$ cat src/rtl/alu_arbiter_if.sv
// Requester-side and ALU-side signals of alu_arbiter, bundled as one interface.
// slave: the arbiter's view; master: the requesters plus the ALU driving it.
interface alu_arbiter_if;
    logic        req0;
    logic        req1;
    logic [31:0] opA0;
    logic [31:0] opA1;
    logic [31:0] opB0;
    logic [31:0] opB1;
    logic [3:0]  aluop0;
    logic [3:0]  aluop1;
    logic        done0;
    logic        done1;
    logic [31:0] result;
    logic [2:0]  flags;
    logic        busy;
    logic        grant;
    logic [31:0] aluA;
    logic [31:0] aluB;
    logic [3:0]  aluOp;
    logic [31:0] aluOut;
    logic        aluNeg;
    logic        aluZero;
    logic        aluOf;

    modport slave (
        input  req0, req1, opA0, opA1, opB0, opB1, aluop0, aluop1,
        output done0, done1, result, flags, busy, grant,
        output aluA, aluB, aluOp,
        input  aluOut, aluNeg, aluZero, aluOf
    );

    modport master (
        output req0, req1, opA0, opA1, opB0, opB1, aluop0, aluop1,
        input  done0, done1, result, flags, busy, grant,
        input  aluA, aluB, aluOp,
        output aluOut, aluNeg, aluZero, aluOf
    );
endinterface

$ cat src/rtl/alu_arbiter.sv
// Two-requester arbiter sharing one combinational ALU: IDLE -> EXEC -> DONE.
// Define ALU_ARB_FIXED_PRIO_EN for fixed priority (requester 0 wins ties); default is round-robin.
module alu_arbiter (
    input  logic          CLK,
    input  logic          RST,
    alu_arbiter_if.slave  bus
);
    typedef logic [31:0] word_t;
    typedef enum logic [1:0] {IDLE, EXEC, DONE} state_t;

    state_t      stateReg, stateNext;
    logic        grantReg, grantNext;
    word_t       opAReg, opANext;
    word_t       opBReg, opBNext;
    logic [3:0]  opReg, opNext;
    word_t       resultReg, resultNext;
    logic [2:0]  flagsReg, flagsNext;

    logic [1:0]  reqVec;
    logic [1:0]  doneVec;
    word_t       opAIn [2];
    word_t       opBIn [2];
    logic [3:0]  opIn [2];
    logic        winner;

    assign reqVec   = {bus.req1, bus.req0};
    assign opAIn[0] = bus.opA0;
    assign opAIn[1] = bus.opA1;
    assign opBIn[0] = bus.opB0;
    assign opBIn[1] = bus.opB1;
    assign opIn[0]  = bus.aluop0;
    assign opIn[1]  = bus.aluop1;

    always_ff @(posedge CLK) begin
        if (RST) begin
            stateReg  <= IDLE;
            grantReg  <= 1'b1;
            opAReg    <= '0;
            opBReg    <= '0;
            opReg     <= '0;
            resultReg <= '0;
            flagsReg  <= '0;
        end else begin
            stateReg  <= stateNext;
            grantReg  <= grantNext;
            opAReg    <= opANext;
            opBReg    <= opBNext;
            opReg     <= opNext;
            resultReg <= resultNext;
            flagsReg  <= flagsNext;
        end
    end

    always_comb begin
        stateNext  = stateReg;
        grantNext  = grantReg;
        opANext    = opAReg;
        opBNext    = opBReg;
        opNext     = opReg;
        resultNext = resultReg;
        flagsNext  = flagsReg;
        winner     = 1'b0;
        case (stateReg)
            IDLE: begin
                if (|reqVec) begin
`ifdef ALU_ARB_FIXED_PRIO_EN
                    winner = reqVec[0] ? 1'b0 : 1'b1;
`else
                    // On a tie the requester that was not served last wins.
                    winner = (&reqVec) ? ~grantReg : reqVec[1];
`endif
                    grantNext = winner;
                    opANext   = opAIn[winner];
                    opBNext   = opBIn[winner];
                    opNext    = opIn[winner];
                    stateNext = EXEC;
                end
            end
            EXEC: begin
                resultNext = bus.aluOut;
                flagsNext  = {bus.aluNeg, bus.aluZero, bus.aluOf};
                stateNext  = DONE;
            end
            DONE: begin
                stateNext = IDLE;
            end
            default: begin
                stateNext = IDLE;
            end
        endcase
    end

    for (genvar gi = 0; gi < 2; gi++) begin : g_done
        assign doneVec[gi] = (stateReg == DONE) && (grantReg == 1'(gi));
    end

    // ALU inputs come straight from the operand registers so they stay quiet while idle.
    assign bus.done0  = doneVec[0];
    assign bus.done1  = doneVec[1];
    assign bus.result = resultReg;
    assign bus.flags  = flagsReg;
    assign bus.busy   = (stateReg != IDLE);
    assign bus.grant  = grantReg;
    assign bus.aluA   = opAReg;
    assign bus.aluB   = opBReg;
    assign bus.aluOp  = opReg;
endmodule

$ cat src/flat_wrapper.sv
// flat-port wrapper written by rule: the top's interface ports become plain ports
module alu_arbiter_flat 
  (CLK, RST, bus_req0, bus_req1, bus_opA0, bus_opA1, bus_opB0, bus_opB1, bus_aluop0, bus_aluop1, bus_done0, bus_done1, bus_result, bus_flags, bus_busy, bus_grant, bus_aluA, bus_aluB, bus_aluOp, bus_aluOut, bus_aluNeg, bus_aluZero, bus_aluOf);
  alu_arbiter_if bus_i ();
  input  logic CLK;
  input  logic RST;
  input wire logic [$bits(bus_i.req0)-1:0] bus_req0;
  input wire logic [$bits(bus_i.req1)-1:0] bus_req1;
  input wire logic [$bits(bus_i.opA0)-1:0] bus_opA0;
  input wire logic [$bits(bus_i.opA1)-1:0] bus_opA1;
  input wire logic [$bits(bus_i.opB0)-1:0] bus_opB0;
  input wire logic [$bits(bus_i.opB1)-1:0] bus_opB1;
  input wire logic [$bits(bus_i.aluop0)-1:0] bus_aluop0;
  input wire logic [$bits(bus_i.aluop1)-1:0] bus_aluop1;
  output wire logic [$bits(bus_i.done0)-1:0] bus_done0;
  output wire logic [$bits(bus_i.done1)-1:0] bus_done1;
  output wire logic [$bits(bus_i.result)-1:0] bus_result;
  output wire logic [$bits(bus_i.flags)-1:0] bus_flags;
  output wire logic [$bits(bus_i.busy)-1:0] bus_busy;
  output wire logic [$bits(bus_i.grant)-1:0] bus_grant;
  output wire logic [$bits(bus_i.aluA)-1:0] bus_aluA;
  output wire logic [$bits(bus_i.aluB)-1:0] bus_aluB;
  output wire logic [$bits(bus_i.aluOp)-1:0] bus_aluOp;
  input wire logic [$bits(bus_i.aluOut)-1:0] bus_aluOut;
  input wire logic [$bits(bus_i.aluNeg)-1:0] bus_aluNeg;
  input wire logic [$bits(bus_i.aluZero)-1:0] bus_aluZero;
  input wire logic [$bits(bus_i.aluOf)-1:0] bus_aluOf;
  assign bus_i.req0 = bus_req0;
  assign bus_i.req1 = bus_req1;
  assign bus_i.opA0 = bus_opA0;
  assign bus_i.opA1 = bus_opA1;
  assign bus_i.opB0 = bus_opB0;
  assign bus_i.opB1 = bus_opB1;
  assign bus_i.aluop0 = bus_aluop0;
  assign bus_i.aluop1 = bus_aluop1;
  assign bus_done0 = bus_i.done0;
  assign bus_done1 = bus_i.done1;
  assign bus_result = bus_i.result;
  assign bus_flags = bus_i.flags;
  assign bus_busy = bus_i.busy;
  assign bus_grant = bus_i.grant;
  assign bus_aluA = bus_i.aluA;
  assign bus_aluB = bus_i.aluB;
  assign bus_aluOp = bus_i.aluOp;
  assign bus_i.aluOut = bus_aluOut;
  assign bus_i.aluNeg = bus_aluNeg;
  assign bus_i.aluZero = bus_aluZero;
  assign bus_i.aluOf = bus_aluOf;
  alu_arbiter u_core (.CLK(CLK), .RST(RST), .bus(bus_i));
endmodule
$ cat config.mk
export PLATFORM = sky130hd
export DESIGN_NAME = alu_arbiter_flat
export DESIGN_NICKNAME = d
export VERILOG_FILES = /design/src/rtl/alu_arbiter_if.sv /design/src/rtl/alu_arbiter.sv /design/src/flat_wrapper.sv
export SDC_FILE = /design/constraint.sdc
export NUM_CORES = 1
export LEC_CHECK = 0
export BUFFER_PORTS_ARGS = -buffer_cell sky130_fd_sc_hd__buf_4
export CAP_MARGIN = 20
export CORE_AREA = 3 3 109 111
export CTS_CLUSTER_DIAMETER = 100
export DETAILED_ROUTE_END_ITERATION = 12
export DIE_AREA = 0 0 112 114
export PLACE_DENSITY = 0.76
export SLEW_MARGIN = 20
export SYNTH_ARGS = -nofsm -noshare
export SYNTH_HDL_FRONTEND = slang
export SYNTH_SLANG_ARGS = --single-unit
$ cat constraint.sdc
create_clock -name CLK -period 2 [get_ports CLK]
set_input_delay 0.2 -clock CLK [delete_from_list [all_inputs] [get_ports CLK]]
set_output_delay 0.2 -clock CLK [all_outputs]
set_load 0.01 [all_outputs]
==> flow_metrics.env, run 1 <==
export IMPL_synth_edff_count=0
export IMPL_finClkSkew_ps=18.5
export IMPL_post_cts_resized=0
export IMPL_clkPwrFrac_pct=25.7
export IMPL_slew_headroom_pct=52.3
export IMPL_first_pass_iters=5
export IMPL_yosysTopAreaCellShare_pct=48.0
export IMPL_nNetsFinal=980
export IMPL_period_share_pct=84.1
export IMPL_syn_area_um2=4420
export IMPL_drt_total_wl_um=15700
export IMPL_yosysMostFrequentCell="nand2_1"
export IMPL_synth_largest_area_cell="dfxtp_1"
export IMPL_arrival_ps=1480
export IMPL_syn_to_final_growth_pct=53.9
export IMPL_endpoint_kind="primary output"
export IMPL_gr_total_overflow=0
export IMPL_tightest_slew_ps=715
export IMPL_yosysWarnings=0
export IMPL_synthArstFlopShare_pct=0
export IMPL_antenna_found_initial=0
export IMPL_htreeDepth=3
export IMPL_yosysSeqAreaShare_pct=48.0
export IMPL_r2r_setup_slack_ps=370
export IMPL_clk_pin_slew_worst_paths_ps=110
export IMPL_rows=38
export IMPL_postSynthNetCount=731
export IMPL_pwr_share_comb_pct=27.3
export IMPL_synth_cells=556
export IMPL_finalCriticalPeriod_ps=1680
export IMPL_synth_top_flop_cell="dfxtp_1"
export IMPL_insertion_delay_ps=360
export IMPL_r2r_cells=4
export IMPL_r2r_end="u_core.bus.aluB[1]"
export IMPL_maxSlewViolCount=0
export IMPL_cts_root_buffer="clkbuf_8"
export IMPL_seqPwrFrac_pct=47.0
export IMPL_post_drt_wl_per_cell_um=16.6
export IMPL_hold_buffers=0
export IMPL_hold_path_class="in -> reg"
export IMPL_hold_viol=0
export IMPL_grt_pass1_wl_um=24100
export IMPL_ant_nets=0
export IMPL_track_usage_pct=23.2
export IMPL_drt_iter0_markers=454
export IMPL_hold_depth=3
export IMPL_dieArea_um2=12800
export IMPL_worst_setup_path_type="reg -> out"
export IMPL_vias=4985
export IMPL_worst_path_max_fanout=24
export IMPL_switching_power_mw=1.58
export IMPL_finalSetupViolCount=0
export IMPL_drcViolationCount=0
export IMPL_synth_distinct_cells=20
export IMPL_cts_setup_buffers=0
export IMPL_antenna_cells=0
export IMPL_p_per_area_nw_per_um2=766
export IMPL_worstSetupStartpointType="register"
export IMPL_hold_path_end="u_core.bus.result[23]"
export IMPL_rsz0062_at_grt="no"
export IMPL_fmax_ghz=0.594
export IMPL_hpwl_um=11500
export IMPL_leakage_nw=3.11
export IMPL_initial_utilization_pct=40.6
export IMPL_cts_sinks=106
export IMPL_numCtsBuffers=9
export IMPL_ys_top_cells_by_area="dfxtp_1 48%, nand2_1 18%, a311oi_1 12%"
export IMPL_ir_drop_v=0.000470
export IMPL_syn_area_per_cell_um2=7.95
export IMPL_r2r_start="u_core.bus.grant"
export IMPL_cap_violations=0
export IMPL_fillCellCount=968
export IMPL_io_buffers=281
export IMPL_cts_tree="yes"
export IMPL_ys_ff_latch=106
export IMPL_viasPerCell=5.25
export IMPL_grt_max_degree=69
export IMPL_status="finished, final reports clean"
export IMPL_drive_above_1_share_pct=40.4
export IMPL_place_congestion=0.860
export IMPL_die_y_um=114
export IMPL_die_x_um=112
export IMPL_crit_path_start="u_core.stateReg[1]"
export IMPL_fin_setup_tns_ps=0
export IMPL_cts_max_path_buffers=2
export IMPL_hp_start="bus_aluOut[23]"
export IMPL_core_um2=10900
export IMPL_fin_util_pct=62.5
export IMPL_hold_ws_ps=83.3
export IMPL_required_ps=1800
export IMPL_ys_top_cells_by_count="207 x nand2_1, 106 x dfxtp_1, 103 x a21oi_1"
export IMPL_num_io_pins=282
export IMPL_swShare_pct=30.4
export IMPL_grt_pass1_vias=4789
export IMPL_intPower_mw=3.63
worst max-delay path, stage by stage, from the launching register on:
cell	delay, ps
dfxtp_1	370
nor2_4	220
buf_4	320
inv_1	80
buf_4	150
final cells by class:
type / count / area, µm² / area share, %
Timing Repair Buffer: 296 / 2250 / 33.0
Sequential cell: 106 / 2120 / 31.2
Multi-Input combinational cell: 391 / 2060 / 30.2
Tap cell: 140 / 175 / 2.57
Clock buffer: 9 / 124 / 1.82
Clock inverter: 7 / 75.1 / 1.10
Inverter: 1 / 3.75 / 0.0552
cells in the final DEF, fill, tap and decap left out:
| cell | n |
|---|---|
| a21bo_2 | 1 |
| a21boi_4 | 1 |
| a21oi_1 | 103 |
| a221o_1 | 1 |
| a311oi_1 | 59 |
| a311oi_2 | 9 |
| and2_2 | 1 |
| and3b_1 | 1 |
| buf_12 | 2 |
| buf_4 | 294 |
| bufinv_16 | 1 |
| clkbuf_8 | 9 |
| clkinv_2 | 2 |
| clkinv_4 | 1 |
| dfxtp_1 | 106 |
| inv_1 | 1 |
| inv_6 | 3 |
| nand2_1 | 207 |
| nand2b_1 | 1 |
| nor2_1 | 1 |
| nor2_4 | 1 |
| nor2b_1 | 2 |
| nor2b_2 | 1 |
| nor3b_1 | 1 |
| or2_2 | 1 |
flip-flops by register name, indices dropped and copies added (netlist names):
| name | flops |
|---|---|
| u_core.bus.aluB | 32 |
| u_core.bus.aluA | 32 |
| u_core.bus.aluOp | 4 |
| u_core.stateReg | 2 |
| u_core.bus.grant | 1 |
| u_core.bus.flags | 3 |
| u_core.bus.result | 32 |
power by group through the flow:
stage / Clock, mW / Sequential, mW / Combinational [mW]
global route: 1.45 / 2.47 / 1.55
finish: 1.34 / 2.45 / 1.42
floorplan: 0 / 2.57 / 0.585
detailed placement: 0 / 2.49 / 1.43
global placement: 0 / 2.49 / 1.40
CTS: 1.37 / 2.45 / 1.43
how the worst max path moves through the flow:
stage / endpoint / slack, ps
global route: u_core.bus.aluA[31] / 210
detailed placement: u_core.bus.aluB[1] / 360
floorplan: u_core.bus.aluB[20] / 590
global placement: u_core.bus.aluB[1] / 450
finish: bus_busy / 320
CTS: bus_busy / 300
metal layers:
layer	wire, µm	up-vias	share of wire [%]	track usage (%)
met2	7980	228	51	41.6
li1	-	2430	-	-
met3	1460	21	9.3	7.00
met1	6020	2306	38	26.9
met5	0	-	0	0
met4	271	0	1.7	6.25
cell families after synthesis:
| kind of cell | share of synthesized area [%] |
|---|---|
| flops | 48.0 |
| buf+inv | 5.92 |
| compound gates | 27.1 |
| simple gates | 19.0 |
per-stage QoR:
| stage | power (mW) | setup WS (ps) | std cells | instance area, µm² |
|---|---|---|---|---|
| floorplan | 3.16 | 592 | 556 | 4420 |
| global placement | 3.89 | 448 | 934 | 6600 |
| detailed placement | 3.92 | 356 | 934 | 6600 |
| CTS | 5.25 | 299 | 950 | 6800 |
| global route | 5.47 | 213 | 950 | 6800 |
| finish | 5.21 | 317 | 950 | 6800 |
Power figures use the tool's default switching activity.
==> inputs of run 2 (changes only) <==
clock period = 1.7 ns   (was 2 ns; I/O delays follow)
==> run 2 against run 1 <==
Die area did not move. Design area grew 0.61%. Total power up 18%. Largest power group unchanged.
==> flow_metrics.env, run 2 (synthesized netlist as in run 1, its figures left out) <==
export IMPL_finalSetupViolCount=0
export IMPL_rows=38
export IMPL_required_ps=1530
export IMPL_final_cell_mix="295 x buf_4, 207 x nand2_1, 106 x dfxtp_1"
export IMPL_rsz0062_at_grt="no"
export IMPL_first_pass_iters=5
export IMPL_drive_above_1_share_pct=40.6
export IMPL_place_ws_ps=175
export IMPL_worst_setup_path_type="reg -> out"
export IMPL_leakage_nw=3.12
export IMPL_hold_ws_ps=54.4
export IMPL_io_buffers=281
export IMPL_grt_pass1_vias=4829
export IMPL_drt_iter0_markers=439
export IMPL_worstSetupStartpointType="register"
export IMPL_cts_tree="yes"
export IMPL_period_share_pct=91.4
export IMPL_die_x_um=112
export IMPL_dpl_cell_area_um2=6640
export IMPL_finClkSkew_ps=16.4
export IMPL_cts_max_path_buffers=2
export IMPL_htreeDepth=3
export IMPL_cap_violations=0
export IMPL_layout_commonest_cell="buf_4"
export IMPL_insertion_delay_ps=350
export IMPL_final_cells=953
export IMPL_cts_root_buffer="clkbuf_8"
export IMPL_syn_to_final_growth_pct=54.8
export IMPL_vias=5041
export IMPL_r2r_setup_slack_ps=200
export IMPL_post_cts_resized=0
export IMPL_fin_util_pct=62.9
export IMPL_dieArea_um2=12800
export IMPL_cts_setup_buffers=0
export IMPL_numCtsBuffers=9
export IMPL_fin_setup_tns_ps=0
export IMPL_finalCriticalPeriod_ps=1550
export IMPL_ir_drop_v=0.000560
export IMPL_maxSlewViolCount=0
export IMPL_worst_path_max_fanout=22
export IMPL_drcViolationCount=0
export IMPL_hold_viol=0
export IMPL_endpoint_kind="primary output"
export IMPL_viasPerCell=5.29
export IMPL_tightest_slew_ps=733
export IMPL_cts_sinks=106
export IMPL_post_drt_wl_per_cell_um=16.4
export IMPL_hold_path_class="in -> reg"
export IMPL_slew_headroom_pct=51.1
export IMPL_clk_pin_slew_worst_paths_ps=110
export IMPL_fmax_ghz=0.643
export IMPL_grt_max_degree=69
export IMPL_place_congestion=0.853
export IMPL_p_total_mw=6.14
export IMPL_track_usage_pct=22.7
export IMPL_drt_total_wl_um=15600
export IMPL_core_um2=10900
export IMPL_num_io_pins=282
export IMPL_ant_nets=0
export IMPL_fin_area_um2=6840
export IMPL_initial_utilization_pct=40.6
export IMPL_hpwl_um=11500
export IMPL_die_y_um=114
export IMPL_place_inst=937
export IMPL_fin_ws_ps=146
export IMPL_arrival_ps=1380
export IMPL_grt_pass1_wl_um=23900
export IMPL_status="finished, final reports clean"
export IMPL_antenna_cells=0
export IMPL_hold_buffers=0
export IMPL_nNetsFinal=983
export IMPL_antenna_found_initial=0
export IMPL_p_per_area_nw_per_um2=898
export IMPL_gr_total_overflow=0
-- run 2: worst max-delay path, cell delays in order, from the launching register on --
cell and delay [ps]:
dfxtp_1 380, nor2_4 200, buf_6 230, inv_1 60, buf_4 140
-- run 2: final timing paths --
path	start	to	cells after the start
worst max-delay path	u_core.stateReg[1]	bus_busy	4
worst min-delay path	bus_aluOut[3]	u_core.bus.result[3]	3
worst max register to register	u_core.stateReg[1]	u_core.bus.aluA[3]	4
worst min register to register	u_core.bus.result[23]	u_core.bus.result[23]	2
-- run 2: power breakdown --
group / internal (mW) / switching, mW / leakage [nW] / total, mW
sequential: 2.73 / 0.144 / 0.876 / 2.88
clock: 0.696 / 0.888 / 0.100 / 1.58
combinational: 0.851 / 0.833 / 2.15 / 1.68
total: 4.28 / 1.87 / 3.12 / 6.14
-- run 2: layer usage --
layer	global-route usage (%)	part of all wire, %	vias up
met5	0	0	-
met4	7.69	2.3	0
met3	5.99	9.1	26
met2	39.9	50	262
met1	26.9	39	2314
li1	-	-	2439
-- run 2: area by class of cell --
| class | instances | area (µm²) |
|---|---|---|
| Fill cell | 966 | 4040 |
| Timing Repair Buffer | 299 | 2290 |
| Clock inverter | 7 | 77.6 |
| Multi-Input combinational cell | 391 | 2060 |
| Sequential cell | 106 | 2120 |
| Inverter | 1 | 3.75 |
| Clock buffer | 9 | 124 |
| Tap cell | 140 | 175 |
